File: config.mk
export PLATFORM = sky130hd
export DESIGN_NAME = cpu_axi_bridge
export DESIGN_NICKNAME = d
export VERILOG_FILES = /design/src/rtl/axi_pkg.sv /design/src/rtl/axi_rd_slot.sv /design/src/rtl/cpu_axi_bridge.sv
export SDC_FILE = /design/constraint.sdc
export NUM_CORES = 1
export LEC_CHECK = 0
export BUFFER_PORTS_ARGS = -buffer_cell sky130_fd_sc_hd__buf_2
export CAP_MARGIN = 15
export CORE_MARGIN = 10
export CORE_UTILIZATION = 46
export DETAILED_ROUTE_END_ITERATION = 8
export PLACE_DENSITY = 0.77
export SETUP_SLACK_MARGIN = 0.3
export SYNTH_ARGS = -nofsm -noshare
export SYNTH_HDL_FRONTEND = slang
export SYNTH_SLANG_ARGS = --single-unit
File: constraint.sdc
create_clock -name clk -period 1.95 [get_ports clk]
set_input_delay 0.0975 -clock clk [delete_from_list [all_inputs] [get_ports clk]]
set_output_delay 0.0975 -clock clk [all_outputs]
set_load 0.03 [all_outputs]
File: src/rtl/axi_pkg.sv
// axi_pkg
//   Shared constants and state encodings for cpu_axi_bridge and its read slot.
//   - AXI IDs for the inst/data read streams
//   - fixed burst/cache/size attribute values
//   - FSM state encodings:
//     - rd_state_e backs both the inst slot (I_IDLE/I_AR/I_R) and the data
//       read path (D_IDLE/D_AR/D_R)
//     - wr_state_e backs the data write path (D_IDLE/D_AW_W/D_B)
//   - axi_cache(): maps the core's cacheable bit to an AXI cache attribute
package axi_pkg;

  localparam logic [3:0] AXI_ID_INST    = 4'd0;
  localparam logic [3:0] AXI_ID_DATA    = 4'd1;
  localparam logic [1:0] AXI_BURST_INCR = 2'b01;
  localparam logic [3:0] AXI_CACHE_WB   = 4'b1111;
  localparam logic [3:0] AXI_CACHE_UC   = 4'b0000;
  localparam logic [2:0] AXI_SIZE_WORD  = 3'd2;

  typedef enum logic [1:0] {
    RD_IDLE = 2'd0,
    RD_AR   = 2'd1,
    RD_R    = 2'd2
  } rd_state_e;

  typedef enum logic [1:0] {
    WR_IDLE = 2'd0,
    WR_AW_W = 2'd1,
    WR_B    = 2'd2
  } wr_state_e;

  function automatic logic [3:0] axi_cache(input logic cacheable);
    return cacheable ? AXI_CACHE_WB : AXI_CACHE_UC;
  endfunction

endpackage

File: src/rtl/axi_rd_slot.sv
// axi_rd_slot
//   Single-outstanding read slot:
//   - latches the request payload on acceptance
//   - requests the shared AR channel until granted
//   - captures the routed R beat
//   - pulses data_ok_o for one cycle, returning to idle in that same cycle
//   Ports:
//     clk, resetn            clock, synchronous active-low reset
//     req_i                  request; accepted when the slot is idle
//     addr_i/size_i/cache_i  request payload
//     idle_o                 slot can accept a request this cycle
//     ar_req_o               slot wants the AR channel
//     ar_grant_i             AR handshake completed for this slot
//     araddr_o/arsize_o/arcache_o  latched AR payload
//     rvalid_i/rdata_i       R beat already routed to this slot
//     data_ok_o/rdata_o      registered completion pulse and read word
module axi_rd_slot
  import axi_pkg::*;
#(
  parameter int ADDR_W = 32,
  parameter int DATA_W = 32
) (
  input  logic              clk,
  input  logic              resetn,
  input  logic              req_i,
  input  logic [ADDR_W-1:0] addr_i,
  input  logic [2:0]        size_i,
  input  logic              cache_i,
  output logic              idle_o,
  output logic              ar_req_o,
  input  logic              ar_grant_i,
  output logic [ADDR_W-1:0] araddr_o,
  output logic [2:0]        arsize_o,
  output logic [3:0]        arcache_o,
  input  logic              rvalid_i,
  input  logic [DATA_W-1:0] rdata_i,
  output logic              data_ok_o,
  output logic [DATA_W-1:0] rdata_o
);

  rd_state_e         state_q;
  logic [ADDR_W-1:0] addr_q;
  logic [2:0]        size_q;
  logic [3:0]        cache_q;
  logic              data_ok_q;
  logic [DATA_W-1:0] rdata_q;

  always_ff @(posedge clk) begin
    if (!resetn) begin
      state_q   <= RD_IDLE;
      addr_q    <= '0;
      size_q    <= '0;
      cache_q   <= '0;
      data_ok_q <= 1'b0;
      rdata_q   <= '0;
    end else begin
      data_ok_q <= 1'b0;
      case (state_q)
        RD_IDLE: begin
          if (req_i) begin
            state_q <= RD_AR;
            addr_q  <= addr_i;
            size_q  <= size_i;
            cache_q <= axi_cache(cache_i);
          end
        end
        RD_AR: begin
          if (ar_grant_i) state_q <= RD_R;
        end
        RD_R: begin
          // Completion is registered: data_ok rises next cycle while the
          // slot is already idle, so a new request can be taken then.
          if (rvalid_i) begin
            state_q   <= RD_IDLE;
            data_ok_q <= 1'b1;
            rdata_q   <= rdata_i;
          end
        end
        default: state_q <= RD_IDLE;
      endcase
    end
  end

  assign idle_o    = (state_q == RD_IDLE);
  assign ar_req_o  = (state_q == RD_AR);
  assign araddr_o  = addr_q;
  assign arsize_o  = size_q;
  assign arcache_o = cache_q;
  assign data_ok_o = data_ok_q;
  assign rdata_o   = rdata_q;

endmodule

File: src/rtl/cpu_axi_bridge.sv
// cpu_axi_bridge
//   Bridges the core's SRAM-like instruction and data ports onto one AXI3
//   master. Each side allows a single outstanding transaction.
//   Read IDs: inst = 0, data = 1. Responses are routed by rid[0].
//   Ports:
//     clk, resetn                         clock, synchronous active-low reset
//     inst_req/cache/addr                 fetch request
//     inst_addr_ok/data_ok/rdata          fetch handshakes and word
//     data_req/cache/wr/wstrb/size/addr/wdata   load/store request
//     data_addr_ok/data_ok/rdata          data handshakes and load word
//     ar*/r*/aw*/w*/b*                    AXI3 master channels (single beat)
//   Build option:
//     BRIDGE_RAW_CHECK_EN  when defined, an inst AR is held back while a data
//                          write to the same word is in AW/W or awaiting B.
module cpu_axi_bridge
  import axi_pkg::*;
#(
  parameter int ADDR_W = 32,
  parameter int DATA_W = 32
) (
  input  logic              clk,
  input  logic              resetn,
  // instruction port
  input  logic              inst_req,
  input  logic              inst_cache,
  input  logic [ADDR_W-1:0] inst_addr,
  output logic              inst_addr_ok,
  output logic              inst_data_ok,
  output logic [DATA_W-1:0] inst_rdata,
  // data port
  input  logic              data_req,
  input  logic              data_cache,
  input  logic              data_wr,
  input  logic [3:0]        data_wstrb,
  input  logic [2:0]        data_size,
  input  logic [ADDR_W-1:0] data_addr,
  input  logic [DATA_W-1:0] data_wdata,
  output logic              data_addr_ok,
  output logic              data_data_ok,
  output logic [DATA_W-1:0] data_rdata,
  // AR
  output logic [3:0]        arid,
  output logic [ADDR_W-1:0] araddr,
  output logic [7:0]        arlen,
  output logic [2:0]        arsize,
  output logic [1:0]        arburst,
  output logic [3:0]        arcache,
  output logic              arvalid,
  input  logic              arready,
  // R
  input  logic [3:0]        rid,
  input  logic [DATA_W-1:0] rdata,
  input  logic [1:0]        rresp,
  input  logic              rlast,
  input  logic              rvalid,
  output logic              rready,
  // AW
  output logic [3:0]        awid,
  output logic [ADDR_W-1:0] awaddr,
  output logic [7:0]        awlen,
  output logic [2:0]        awsize,
  output logic [1:0]        awburst,
  output logic [3:0]        awcache,
  output logic              awvalid,
  input  logic              awready,
  // W
  output logic [3:0]        wid,
  output logic [DATA_W-1:0] wdata,
  output logic [3:0]        wstrb,
  output logic              wlast,
  output logic              wvalid,
  input  logic              wready,
  // B
  input  logic [3:0]        bid,
  input  logic [1:0]        bresp,
  input  logic              bvalid,
  output logic              bready
);

  // Slot-side signals
  logic              i_idle, i_ar_req, i_grant, i_rvalid, i_ok;
  logic [ADDR_W-1:0] i_araddr;
  logic [2:0]        i_arsize;
  logic [3:0]        i_arcache;
  logic [DATA_W-1:0] i_rdata;

  logic              d_rd_idle, d_ar_req, d_grant, d_rvalid, d_rd_ok;
  logic [ADDR_W-1:0] d_araddr;
  logic [2:0]        d_arsize;
  logic [3:0]        d_arcache;
  logic [DATA_W-1:0] d_rdata;

  // Write path state
  wr_state_e         wr_state_q;
  logic              awvalid_q, wvalid_q, wr_ok_q;
  logic [ADDR_W-1:0] awaddr_q;
  logic [2:0]        awsize_q;
  logic [3:0]        awcache_q;
  logic [DATA_W-1:0] wdata_q;
  logic [3:0]        wstrb_q;

  logic wr_idle, d_idle, d_rd_acc, d_wr_acc;
  logic aw_done, w_done;

  // Response fields that carry no information for this bridge
  logic unused_resp;
  assign unused_resp = ^{rid[3:1], rresp, rlast, bid, bresp};

  // Acceptance: the data side is idle only when neither its read nor its
  // write path holds a transaction.
  assign wr_idle      = (wr_state_q == WR_IDLE);
  assign d_idle       = d_rd_idle && wr_idle;
  assign inst_addr_ok = inst_req && i_idle;
  assign data_addr_ok = data_req && d_idle;
  assign d_rd_acc     = data_addr_ok && !data_wr;
  assign d_wr_acc     = data_addr_ok && data_wr;

  // R routing by the low ID bit; rready is permanently high
  assign rready   = 1'b1;
  assign bready   = 1'b1;
  assign i_rvalid = rvalid && (rid[0] == AXI_ID_INST[0]);
  assign d_rvalid = rvalid && (rid[0] == AXI_ID_DATA[0]);

  axi_rd_slot #(.ADDR_W(ADDR_W), .DATA_W(DATA_W)) u_inst_slot (
    .clk        (clk),
    .resetn     (resetn),
    .req_i      (inst_req),
    .addr_i     (inst_addr),
    .size_i     (AXI_SIZE_WORD),
    .cache_i    (inst_cache),
    .idle_o     (i_idle),
    .ar_req_o   (i_ar_req),
    .ar_grant_i (i_grant),
    .araddr_o   (i_araddr),
    .arsize_o   (i_arsize),
    .arcache_o  (i_arcache),
    .rvalid_i   (i_rvalid),
    .rdata_i    (rdata),
    .data_ok_o  (i_ok),
    .rdata_o    (i_rdata)
  );

  axi_rd_slot #(.ADDR_W(ADDR_W), .DATA_W(DATA_W)) u_data_slot (
    .clk        (clk),
    .resetn     (resetn),
    .req_i      (d_rd_acc),
    .addr_i     (data_addr),
    .size_i     (data_size),
    .cache_i    (data_cache),
    .idle_o     (d_rd_idle),
    .ar_req_o   (d_ar_req),
    .ar_grant_i (d_grant),
    .araddr_o   (d_araddr),
    .arsize_o   (d_arsize),
    .arcache_o  (d_arcache),
    .rvalid_i   (d_rvalid),
    .rdata_i    (rdata),
    .data_ok_o  (d_rd_ok),
    .rdata_o    (d_rdata)
  );

  // Read-after-write guard for the fetch stream
  logic inst_ar_ok;
`ifdef BRIDGE_RAW_CHECK_EN
  assign inst_ar_ok = !(!wr_idle && (awaddr_q[ADDR_W-1:2] == i_araddr[ADDR_W-1:2]));
`else
  assign inst_ar_ok = 1'b1;
`endif

  // AR arbiter. Data wins a fresh contest, but once arvalid is shown for a
  // slot that owner is locked until arready so the payload never changes
  // under a pending valid.
  logic ar_lock_q, ar_lock_data_q;
  logic ar_sel_data, arvalid_int;

  always_comb begin
    ar_sel_data = 1'b0;
    arvalid_int = 1'b0;
    if (ar_lock_q) begin
      ar_sel_data = ar_lock_data_q;
      arvalid_int = 1'b1;
    end else if (d_ar_req) begin
      ar_sel_data = 1'b1;
      arvalid_int = 1'b1;
    end else if (i_ar_req && inst_ar_ok) begin
      arvalid_int = 1'b1;
    end
  end

  always_ff @(posedge clk) begin
    if (!resetn) begin
      ar_lock_q      <= 1'b0;
      ar_lock_data_q <= 1'b0;
    end else begin
      ar_lock_q      <= arvalid_int && !arready;
      ar_lock_data_q <= ar_sel_data;
    end
  end

  assign i_grant = arvalid_int && arready && !ar_sel_data;
  assign d_grant = arvalid_int && arready && ar_sel_data;

  assign arvalid = arvalid_int;
  assign arid    = ar_sel_data ? AXI_ID_DATA : AXI_ID_INST;
  assign araddr  = ar_sel_data ? d_araddr    : i_araddr;
  assign arsize  = ar_sel_data ? d_arsize    : i_arsize;
  assign arcache = ar_sel_data ? d_arcache   : i_arcache;
  assign arlen   = 8'd0;
  assign arburst = AXI_BURST_INCR;

  // Write path: AW and W launch together, each drops on its own handshake;
  // the B wait begins once both have been taken, in either order.
  assign aw_done = !awvalid_q || awready;
  assign w_done  = !wvalid_q  || wready;

  always_ff @(posedge clk) begin
    if (!resetn) begin
      wr_state_q <= WR_IDLE;
      awvalid_q  <= 1'b0;
      wvalid_q   <= 1'b0;
      wr_ok_q    <= 1'b0;
      awaddr_q   <= '0;
      awsize_q   <= '0;
      awcache_q  <= '0;
      wdata_q    <= '0;
      wstrb_q    <= '0;
    end else begin
      wr_ok_q <= 1'b0;
      case (wr_state_q)
        WR_IDLE: begin
          if (d_wr_acc) begin
            wr_state_q <= WR_AW_W;
            awvalid_q  <= 1'b1;
            wvalid_q   <= 1'b1;
            awaddr_q   <= data_addr;
            awsize_q   <= data_size;
            awcache_q  <= axi_cache(data_cache);
            wdata_q    <= data_wdata;
            wstrb_q    <= data_wstrb;
          end
        end
        WR_AW_W: begin
          if (awready) awvalid_q <= 1'b0;
          if (wready)  wvalid_q  <= 1'b0;
          if (aw_done && w_done) wr_state_q <= WR_B;
        end
        WR_B: begin
          if (bvalid) begin
            wr_state_q <= WR_IDLE;
            wr_ok_q    <= 1'b1;
          end
        end
        default: wr_state_q <= WR_IDLE;
      endcase
    end
  end

  assign awid    = AXI_ID_DATA;
  assign awaddr  = awaddr_q;
  assign awlen   = 8'd0;
  assign awsize  = awsize_q;
  assign awburst = AXI_BURST_INCR;
  assign awcache = awcache_q;
  assign awvalid = awvalid_q;

  assign wid    = AXI_ID_DATA;
  assign wdata  = wdata_q;
  assign wstrb  = wstrb_q;
  assign wlast  = 1'b1;
  assign wvalid = wvalid_q;

  // Completions to the core
  assign inst_data_ok = i_ok;
  assign inst_rdata   = i_rdata;
  assign data_data_ok = d_rd_ok || wr_ok_q;
  assign data_rdata   = d_rdata;

endmodule
Yosys cells after proc, flatten, opt, wreduce, memory -nomap -nowiden. Cells that the tools add are included.

Bitwise operators: 1. Mux-type cells: 31. Eq/ne operators: 17. Reductions and logical operators: 37.

Operator list (number): $mux W32 (1); $mux W2 (9); $pmux W2 S3 (3); $reduce_and A2 Y1 (8); $reduce_and A3 Y1 (5); $ne A2 B2 Y1 const B (7); $logic_and A1 B1 Y1 (12); $mux W1 (12); $mux W4 (3); $ne A2 B1 Y1 const B (4); $eq A2 B1 Y1 const B (3); $eq A2 B2 Y1 const B (3); $logic_not A2 Y1 (3); $logic_not A1 Y1 (5); $pmux W1 S2 (2); $logic_or A1 B1 Y1 (3); $mux W3 (1); $reduce_bool A2 Y1 (1); $not A1 Y1 (1).

Input bits: 160. Register bits: 228. Output and inout bits: 220. Word-level logic and storage cells: 109.

Longest topological paths before layout. Gate-level depths: netlist of run 1.

Depth in word-level cells: 8. Depth in mapped cells: 6. Depth with buffers taken out: 4.

Modules after synthesis. Synthesis of run 1 repeated with hierarchy kept, for this count alone.

Cell total of the unflattened synthesis: 1058. Area, all modules: 9775.6 um^2.

By module, submodules not included: axi_rd_slot (sequential area each 1421.4 um^2, instances 2, area each 2875.3 um^2, cells each 313); cpu_axi_bridge (sequential area each 1581.5 um^2, instances 1, area each 4025.1 um^2, cells each 432).

Worst setup path after synthesis of run 1. OpenSTA, ideal clock, no wires.

Path type: register to output. From: register u_data_slot.state_q[0]. To: output arcache[1]. Cell stages (with the launch flop): 6. Data required time: 1.852 ns. Slack: 0.270 ns. Arrival: 1.582 ns. Path buffers: 2. Cells stage by stage: dfxtp_1 -> nor2b_2 -> mux2i_1 -> buf_2 -> mux2_2 -> buf_4.

Word-level cells in the longest chain between the ends: 4.

RTL lines: start, declared (RTL line axi_rd_slot.sv:41) `rd_state_e state_q;`; start signal, assigned (RTL line axi_rd_slot.sv:50) `state_q <= RD_IDLE;`; start signal, assigned (RTL line axi_rd_slot.sv:61) `state_q <= RD_AR;`; start signal, assigned (RTL line axi_rd_slot.sv:68) `if (ar_grant_i) state_q <= RD_R;`; $eq A2 B1 Y1 (RTL line axi_rd_slot.sv:85) `assign ar_req_o = (state_q == RD_AR);`; $mux W1 (RTL line cpu_axi_bridge.sv:182) `end else if (d_ar_req) begin`; $mux W1 (RTL line cpu_axi_bridge.sv:179) `if (ar_lock_q) begin`; $mux W4 (RTL line cpu_axi_bridge.sv:207) `assign arcache = ar_sel_data ? d_arcache : i_arcache;`; end, declared (RTL line cpu_axi_bridge.sv:47) `output logic [3:0] arcache,`.

Every way passes these cells.

Worst setup path after layout of run 1.
From: register u_data_slot.state_q[0]. To: output araddr[9].

Word-level cells in the longest chain between the ends: 4.

RTL lines: $eq A2 B1 Y1 (RTL line axi_rd_slot.sv:85); $mux W1 (RTL line cpu_axi_bridge.sv:182); $mux W1 (RTL line cpu_axi_bridge.sv:179); $mux W32 (RTL line cpu_axi_bridge.sv:205) `assign araddr = ar_sel_data ? d_araddr : i_araddr;`; end, declared (RTL line cpu_axi_bridge.sv:43) `output logic [ADDR_W-1:0] araddr,`.

Every way passes these cells.

==> impl_metrics.env, run 1 <==
export IMPL_syn_area_per_cell_um2=9.12
export IMPL_r2r_end="u_data_slot.araddr_o[3]"
export IMPL_die_area_um2=25800
export IMPL_synth_most_common_cell="nand2_1"
export IMPL_grt_pass1_wl_um=52200
export IMPL_nets=1643
export IMPL_drive_above_1_share_pct=33.0
export IMPL_clkTransAtPathRegs_ns=0.06
export IMPL_drv_cap=0
export IMPL_placed_cell_area_um2=10800
export IMPL_holdCritStartpoint="rvalid"
export IMPL_netlist_area_leader_share_pct=48.3
export IMPL_dp_hpwl_um=19700
export IMPL_cts_buffers=25
export IMPL_dr_pass1_iters=6
export IMPL_gr_usage_all_layers_pct=24.7
export IMPL_grt_max_degree=80
export IMPL_hp_class="in -> reg"
export IMPL_ys_top_cells_by_area="dfxtp_1, nand2_1, mux2i_1"
export IMPL_netlist_area_um2=9090
export IMPL_ant_nets=0
export IMPL_wl_per_cell_um=20.0
export IMPL_timing_hold_violations_final=0
export IMPL_violations="negative setup slack"
export IMPL_nFillCells=1227
export IMPL_routabilityCongestion=0.784
export IMPL_cts_tree="done"
export IMPL_ios=380
export IMPL_viasPerCell=5.09
export IMPL_holdPathStages=3
export IMPL_ir_drop_v=0.000676
export IMPL_worstSetupPathType="reg -> out"
export IMPL_crit_arrival_ns=2.02
export IMPL_fin_crit_sh_pct=109
export IMPL_clk_latency_ns=0.52
export IMPL_final_min_clock_period_ns=2.12
export IMPL_drc=0
export IMPL_die_y_um=161
export IMPL_drv_slew=0
export IMPL_fin_area_um2=14300
export IMPL_synth_commonest_cells="nand2_1, dfxtp_1, mux2i_1"
export IMPL_crit_path_start_kind="flip-flop"
export IMPL_start_util_pct=46.7
export IMPL_r2r_start="u_data_slot.state_q[0]"
export IMPL_yosysTopAreaCell="dfxtp_1"
export IMPL_hold_path_end="u_inst_slot.state_q[1]"
export IMPL_first_global_vias=9447
export IMPL_crit_fanout=7
export IMPL_pwr_density_cell_nw_per_um2=841
export IMPL_area_growth_pct=57.6
export IMPL_worst_slack_ns=-0.167
export IMPL_synthFlopType="dfxtp_1"
export IMPL_ys_types=42
export IMPL_reg2reg_depth=8
export IMPL_cp_data_required_time_ns=1.85
export IMPL_grt_overflow_total=0
export IMPL_synth_edf_count=0
export IMPL_num_vias=8992
export IMPL_end_kind="output pin"
export IMPL_cts_buffer_depth=3
export IMPL_p_total_uw=12000
export IMPL_root_buffer="clkbuf_16"
export IMPL_cts_max_level=1
export IMPL_wirelength_um=35400
export IMPL_r2r_slack_ns=0.12
export IMPL_synthesis_yosys_warnings=0
export IMPL_hold_worst_slack_ns=0.0518
export IMPL_ys_seq_elements=219
export IMPL_ys_seq_area_share_pct=48.3
export IMPL_core_um2=19500
export IMPL_postSynthCellCount=996
export IMPL_dr_first_iter_drc_count=643
export IMPL_rows=51
export IMPL_die_x_um=161
export IMPL_synthArstFlopShare_pct=0
export IMPL_port_buffers=333
export IMPL_cellLeakagePower_uw=0.00672
export IMPL_status="finished, violations left"
export IMPL_fin_util_pct=73.6
export IMPL_grt_setup_unrepaired="true"
export IMPL_max_freq_mhz=472
export IMPL_setup_viol=39
export IMPL_cts_sinks=219
export IMPL_skew_ns=0.0120
export IMPL_antenna_found_initial=3
[registers in the layout (all words and copies together), names as in the netlist, 3 cells and up]
register              flops
awaddr                   32
u_data_slot.araddr_o     32
u_data_slot.rdata_o      32
u_inst_slot.araddr_o     32
u_inst_slot.rdata_o      32
wdata                    32
wstrb                     4
awsize                    3
u_data_slot.arsize_o      3
[area by class of cell]
class                      count  area (um2)  share of cell area, %
timing repair buffer         539        4350                   30.4
clock inverter                 8         144                   1.00
clock buffer                  36         697                   4.87
antenna                        3        7.51                 0.0524
tap                          265         332                   2.32
sequential                   219        4390                   30.7
inverter                       4        20.0                  0.140
multi-input combinational    694        4370                   30.5
[power by group]
group / internal (uW) / total [uW] / switching (uW)
Clock: 3000 / 4840 / 1830
Sequential: 4680 / 4810 / 127
Combinational: 1110 / 2400 / 1290
Total: 8790 / 12000 / 3250
[layer usage]
layer	share of wire, %	track usage [%]
met5	0	0
met4	4.7	11.4
met3	8.4	7.03
met2	51	44.2
met1	36	26.3
[worst max-delay path: stages (launching register included)]
cell and delay [ns]:
dfxtp_4 0.34, nor2b_4 0.13, mux2i_4 0.18, buf_6 0.15, buf_12 0.10, buf_16 0.14
mux2_4 0.32, buf_6 0.14
[worst max-delay path by stage]
stage,slack (ns),depth (start not counted),start,endpoint
2_1_floorplan,0.31,5,u_data_slot.state_q[0],arcache[1]
3_3_place_gp,0.28,5,u_data_slot.state_q[0],arcache[1]
3_5_place_dp,0.27,5,u_data_slot.state_q[0],arcache[0]
4_1_cts,-0.17,7,u_data_slot.state_q[0],araddr[3]
5_1_grt,-0.23,7,u_data_slot.state_q[0],araddr[0]
6_report,-0.17,7,u_data_slot.state_q[0],araddr[9]
[cell usage in the layout, fill, tap and decap left out, types with 3 or more instances in the layout]
cell type,count
buf_4,19
buf_16,4
buf_12,17
dlygate4sd3_1,146
clkbuf_8,3
conb_1,34
dfxtp_1,215
mux2i_4,7
diode_2,3
buf_6,53
mux2_4,31
nand2_1,374
buf_2,289
a21boi_1,49
nor2b_1,7
o21a_1,4
a21oi_1,3
clkbuf_1,8
a21boi_0,50
bufinv_16,4
mux2i_1,94
mux2i_2,8
clkinv_2,3
clkbuf_16,34
[cell families (layout without fill, tap and decap cells)]
group	Yosys count	count (layout)	share of synthesized area, %
simple gates	404	404	18.0
flops	219	219	48.3
mux	143	143	16.2
other cells	2	37	0.0827
compound gates	113	113	9.28
buf+inv	115	587	8.15
[through the flow]
stage | setup slack [ns] | setup TNS, ns | std cells
2_1_floorplan | 0.311 | 0 | 1028
3_3_place_gp | 0.285 | 0 | 1537
3_5_place_dp | 0.266 | 0 | 1537
4_1_cts | -0.166 | -4.51 | 1747
5_1_grt | -0.227 | -6.73 | 1768
6_report | -0.167 | -4.34 | 1768
[timing repair]
action,CTS,global route
hold buffers,146,0
endpoints found under the setup margin,67,148
setup buffers,15,8
cloned,5,10
pin swaps,4,4
resized for setup,147,44
hold endpoints to repair,216,0
Power figures use the tool's default switching activity.
==> run 2: changes to the inputs <==
- CTS_BUF_LIST: default -> sky130_fd_sc_hd__clkbuf_8
==> run 2 against run 1 <==
  * The run still ends with negative setup slack left
  * Maximum frequency down 0.60%
  * Count of clock-buffer cells in the layout increased by 12
  * Non-clock buffer count shrank 7
  * Sequential share of layout area rose by 0.51 points
  * Critical path depth is the same
  * Setup slack worse by 0.013 ns
  * Global-route usage is 0.20 points lower
  * Total power is 2.7% lower
  * Die area unchanged
  * Largest power group is now registers
==> impl_metrics.env, run 2 (synthesis results as in run 1) <==
export IMPL_status="finished, violations left"
export IMPL_violations="negative setup slack"
export IMPL_fin_area_um2=14100
export IMPL_grt_overflow_total=0
export IMPL_drv_cap=0
export IMPL_seqPwrFrac_pct=41.0
export IMPL_grt_pass1_wl_um=51800
export IMPL_final_min_clock_period_ns=2.13
export IMPL_setup_tns_final_ns=-4.62
export IMPL_area_growth_pct=55.1
export IMPL_fin_cells=1785
export IMPL_fin_crit_sh_pct=109
export IMPL_reg2reg_depth=6
export IMPL_drive_above_1_share_pct=32.8
export IMPL_dp_hpwl_um=19700
export IMPL_pwr_density_cell_nw_per_um2=832
export IMPL_p_clk_share_pct=39.4
export IMPL_ios=380
export IMPL_port_buffers=333
export IMPL_multi_input_area_um2=4280
export IMPL_nFillCells=1286
export IMPL_r2r_start="u_data_slot.state_q[0]"
export IMPL_max_freq_mhz=470
export IMPL_setup_viol=40
export IMPL_timing_hold_violations_final=0
export IMPL_ant_nets=0
export IMPL_gr_usage_all_layers_pct=24.5
export IMPL_layout_common_cells="nand2_1, buf_2, dfxtp_1"
export IMPL_p_total_uw=11700
export IMPL_grt_setup_unrepaired="true"
export IMPL_crit_arrival_ns=2.03
export IMPL_wl_per_cell_um=19.2
export IMPL_num_vias=8863
export IMPL_worstSetupPathType="reg -> out"
export IMPL_drc=0
export IMPL_first_global_vias=9525
export IMPL_cts_sinks=219
export IMPL_die_area_um2=25800
export IMPL_root_buffer="clkbuf_8"
export IMPL_cts_max_level=2
export IMPL_cellLeakagePower_uw=0.00672
export IMPL_switching_share_pct=27.7
export IMPL_power_frac_comb_pct=19.6
export IMPL_dr_first_iter_drc_count=421
export IMPL_cts_tree="done"
export IMPL_viasPerCell=4.97
export IMPL_rows=51
export IMPL_placed_cell_area_um2=10800
export IMPL_startpoint="u_data_slot.state_q[0]"
export IMPL_cts_buffer_depth=3
export IMPL_worst_slack_ns=-0.180
export IMPL_p_switching_uw=3240
export IMPL_wirelength_um=34200
export IMPL_end_kind="output pin"
export IMPL_final_common_cell="nand2_1"
export IMPL_routabilityCongestion=0.784
export IMPL_cts_buffers=39
export IMPL_core_um2=19500
export IMPL_r2r_end="u_data_slot.araddr_o[24]"
export IMPL_clk_latency_ns=0.53
export IMPL_ir_drop_v=0.000730
export IMPL_r2r_slack_ns=0.20
export IMPL_start_util_pct=46.7
export IMPL_skew_ns=0.0293
export IMPL_cp_data_required_time_ns=1.85
export IMPL_crit_fanout=7
export IMPL_register_area_um2=4400
export IMPL_drv_slew=0
export IMPL_die_y_um=161
export IMPL_crit_path_start_kind="flip-flop"
export IMPL_die_x_um=161
export IMPL_nets=1650
export IMPL_dp_cells=1537
export IMPL_endpoint="araddr[20]"
export IMPL_antenna_found_initial=2
export IMPL_clkTransAtPathRegs_ns=0.06
export IMPL_dr_pass1_iters=5
export IMPL_hp_class="in -> reg"
export IMPL_grt_max_degree=80
export IMPL_p_int_uw=8480
==> run 2: changes by cell type in the layout (fill, tap and decap cells not counted), moves of 3 or more <==
cell,previous run,this run
clkbuf_1,8,0
clkbuf_16,34,7
mux2i_2,8,5
mux2i_1,94,102
buf_4,19,25
buf_6,53,43
mux2i_4,7,2
clkbuf_8,3,48
mux2_4,31,28
inv_1,2,17
==> run 2: power by group through the flow <==
stage          Sequential [uW]  Clock [uW]  Combinational, uW
6_report                  4810        4620               2300
5_1_grt                   4830        4920               2430
4_1_cts                   4800        4710               2090
3_5_place_dp              4890           0               1620
3_3_place_gp              4880           0               1600
2_1_floorplan             5070           0                977
==> run 2: worst max-delay path: stages (launching register included) <==
cell and delay (ns):
dfxtp_4 0.34, nor2b_4 0.13, mux2i_4 0.18, buf_6 0.16
buf_12 0.10, buf_16 0.13, mux2_4 0.31, buf_6 0.14
==> run 2: per-layer routing <==
metal	vias up	part of all wire, %	global-route usage, %	wire length, um
met5	-	0	0	0
met4	0	4.7	11.9	1620
met3	110	8.0	8.36	2740
met2	395	51	43.4	17600
met1	4172	36	25.4	12300
li1	4186	-	-	-
==> run 2: timing repair <==
action                                 CTS  global route
pin swaps                                2             4
buffers inserted                        12            10
cloned                                   3             7
resized for setup                      123            45
setup endpoints to repair               55            67
endpoints found under the hold margin  216             0
hold buffers                           145             0
==> run 2: metrics by stage <==
step           hold WS, ns  setup WS, ns  util [%]
6_report            0.0451        -0.180      72.4
5_1_grt             0.0769        -0.239      72.4
4_1_cts            0.00396        -0.193      70.2
3_5_place_dp         0.342         0.266      55.4
3_3_place_gp         0.339         0.285      55.4
2_1_floorplan        0.206         0.311         -
==> run 2: final cells by class <==
class | count | share of cell area [%]
multi-input cells | 694 | 30.4
diodes | 2 | 0.0355
well taps | 265 | 2.35
inverters | 4 | 0.142
flip-flops and latches | 219 | 31.2
clock buffers | 48 | 4.69
clock inverters | 21 | 1.34
repair buffers | 532 | 29.9
==> run 2: worst min-delay path by stage <==
stage	from	end	slack, ns	cells past startpoint
2_1_floorplan	arready	u_inst_slot.state_q[0]	0.21	1
5_1_grt	rvalid	u_inst_slot.state_q[1]	0.08	3
4_1_cts	rvalid	u_inst_slot.state_q[1]	0.004	3
6_report	rvalid	u_inst_slot.state_q[1]	0.05	3
3_3_place_gp	inst_addr[18]	u_inst_slot.araddr_o[18]	0.34	3
3_5_place_dp	inst_addr[11]	u_inst_slot.araddr_o[11]	0.34	3
==> run 3: changes to the inputs <==
- PLACE_DENSITY: 0.77 -> 0.81
==> run 3 against run 2 <==
  * The flow still finishes with violations (negative setup slack)
  * Clock skew down 0.0090 ns
  * Wire length is 6.1% higher
  * Hold slack got worse by 0.019 ns
  * Setup slack improved by 0.014 ns
  * Register-to-register slack worse by 0.10 ns
  * Total power decreased by 1.6%
  * Flip-flop and latch count did not move
  * Largest cell class unchanged
  * Highest routed layer is now met5
==> impl_metrics.env, run 3 (synthesis results as in run 1) <==
export IMPL_status="finished, violations left"
export IMPL_violations="negative setup slack"
export IMPL_grt_overflow_total=0
export IMPL_rows=51
export IMPL_core_um2=19500
export IMPL_drv_cap=0
export IMPL_path_cells="nor2b_4 > mux2i_4 > buf_6 > buf_12 > mux2_4 > buf_4"
export IMPL_grt_setup_unrepaired="true"
export IMPL_worstSetupPathType="reg -> out"
export IMPL_fin_cells=1802
export IMPL_dr_first_iter_drc_count=557
export IMPL_grt_pass1_wl_um=52000
export IMPL_area_growth_pct=56.1
export IMPL_crit_arrival_ns=2.02
export IMPL_grt_max_degree=73
export IMPL_cp_data_required_time_ns=1.85
export IMPL_port_buffers=333
export IMPL_cts_buffers=38
export IMPL_final_min_clock_period_ns=2.12
export IMPL_hp_class="in -> reg"
export IMPL_skew_ns=0.0203
export IMPL_path_depth=6
export IMPL_routabilityCongestion=0.853
export IMPL_max_freq_mhz=473
export IMPL_wl_per_cell_um=20.1
export IMPL_ios=380
export IMPL_fin_crit_sh_pct=108
export IMPL_crit_path_start_kind="flip-flop"
export IMPL_die_y_um=161
export IMPL_clkTransAtPathRegs_ns=0.06
export IMPL_start_util_pct=46.7
export IMPL_ant_nets=0
export IMPL_end_kind="output pin"
export IMPL_fin_area_um2=14200
export IMPL_root_buffer="clkbuf_8"
export IMPL_cts_sinks=219
export IMPL_worst_path_buf_inv=3
export IMPL_tightest_slew_ns=0.620
export IMPL_clk_latency_ns=0.53
export IMPL_drv_slew=0
export IMPL_cts_buffer_depth=3
export IMPL_pwr_density_cell_nw_per_um2=813
export IMPL_dr_pass1_iters=5
export IMPL_gr_usage_all_layers_pct=24.8
export IMPL_cp_top_family="multiplexers"
export IMPL_slew_headroom_pct=58.7
export IMPL_cp_slowest_cell="mux2_4"
export IMPL_crit_fanout=14
export IMPL_layout_common_cells="nand2_1, buf_2, dfxtp_1"
export IMPL_cellLeakagePower_uw=0.00675
export IMPL_reg2reg_depth=6
export IMPL_holdPathStages=4
export IMPL_worst_slack_ns=-0.165
export IMPL_setup_viol=40
export IMPL_slowest_delay_ns=0.36
export IMPL_antenna_found_initial=10
export IMPL_final_common_cell="nand2_1"
export IMPL_viasPerCell=5.08
export IMPL_fin_util_pct=72.9
export IMPL_wirelength_um=36300
export IMPL_dp_cells=1543
export IMPL_dp_hpwl_um=19800
export IMPL_timing_hold_violations_final=0
export IMPL_nets=1660
export IMPL_num_vias=9152
export IMPL_cts_tree="done"
export IMPL_drive_above_1_share_pct=34.1
export IMPL_die_area_um2=25800
export IMPL_drc=0
export IMPL_die_x_um=161
export IMPL_ir_drop_v=0.000625
export IMPL_cts_max_level=2
export IMPL_r2r_slack_ns=0.10
export IMPL_first_global_vias=9400
export IMPL_placed_cell_area_um2=10900
run 3: changes by cell type in the layout (fill, tap and decap cells not counted), sizes merged, moves of 3 or more:
| cell | previous run | this run |
|---|---|---|
| buf | 380 | 395 |
| diode | 2 | 10 |
| inv | 18 | 12 |
| clkinv | 2 | 7 |
| bufinv | 4 | 1 |
| dlygate4sd3 | 145 | 142 |
run 3: cell type report:
type | instances | area [um2]
clock buffers | 50 | 688
fillers | 1232 | 5280
flip-flops and latches | 219 | 4400
inverters | 4 | 30.0
diodes | 10 | 25.0
repair buffers | 543 | 4270
clock inverters | 17 | 101
well taps | 265 | 332
multi-input cells | 694 | 4340
run 3: repair_timing:
item | 4_1_cts | 5_1_grt
gates resized for setup | 125 | 50
pin swaps | 5 | 4
setup buffers | 18 | 11
hold buffers | 142 | 0
cloned | 2 | 9
setup endpoints to repair | 44 | 130
endpoints found under the hold margin | 214 | 0
run 3: final timing paths:
| kind | from | end |
|---|---|---|
| min reg2reg | u_data_slot.rdata_o[7] | u_data_slot.rdata_o[7] |
| max reg2reg | u_data_slot.state_q[0] | wdata[19] |
| min | data_wr | u_data_slot.state_q[0] |
| max | u_data_slot.state_q[0] | arcache[1] |
run 3: routing by layer:
metal | vias to the layer above | routed length, um | track usage [%]
met4 | 2 | 2090 | 12.4
met2 | 506 | 18200 | 44.4
met5 | - | 18 | 0
met3 | 151 | 3210 | 8.31
li1 | 4186 | - | -
met1 | 4307 | 12700 | 25.4
run 3: power breakdown:
group	switching [uW]	total, uW	internal, uW
sequential	129	4810	4680
clock	1930	4360	2430
combinational	1290	2370	1080
run 3: worst reg2reg max path, cell delays in order, from the launching register on:
cell       delay, ns
dfxtp_4         0.34
buf_4           0.14
nor4_4          0.35
and3_4          0.38
buf_12          0.17
clkbuf_16       0.15
mux2i_1         0.23
run 3: metrics by stage:
stage / hold WS, ns / total power, uW / setup WS [ns] / setup TNS, ns
floorplan: 0.206 / 6050 / 0.311 / 0
global placement: 0.339 / 6500 / 0.290 / 0
detailed placement: 0.344 / 6530 / 0.283 / 0
CTS: 0.0134 / 11300 / -0.170 / -5.42
global route: 0.0329 / 11900 / -0.210 / -7.00
finish: 0.0265 / 11500 / -0.165 / -4.79
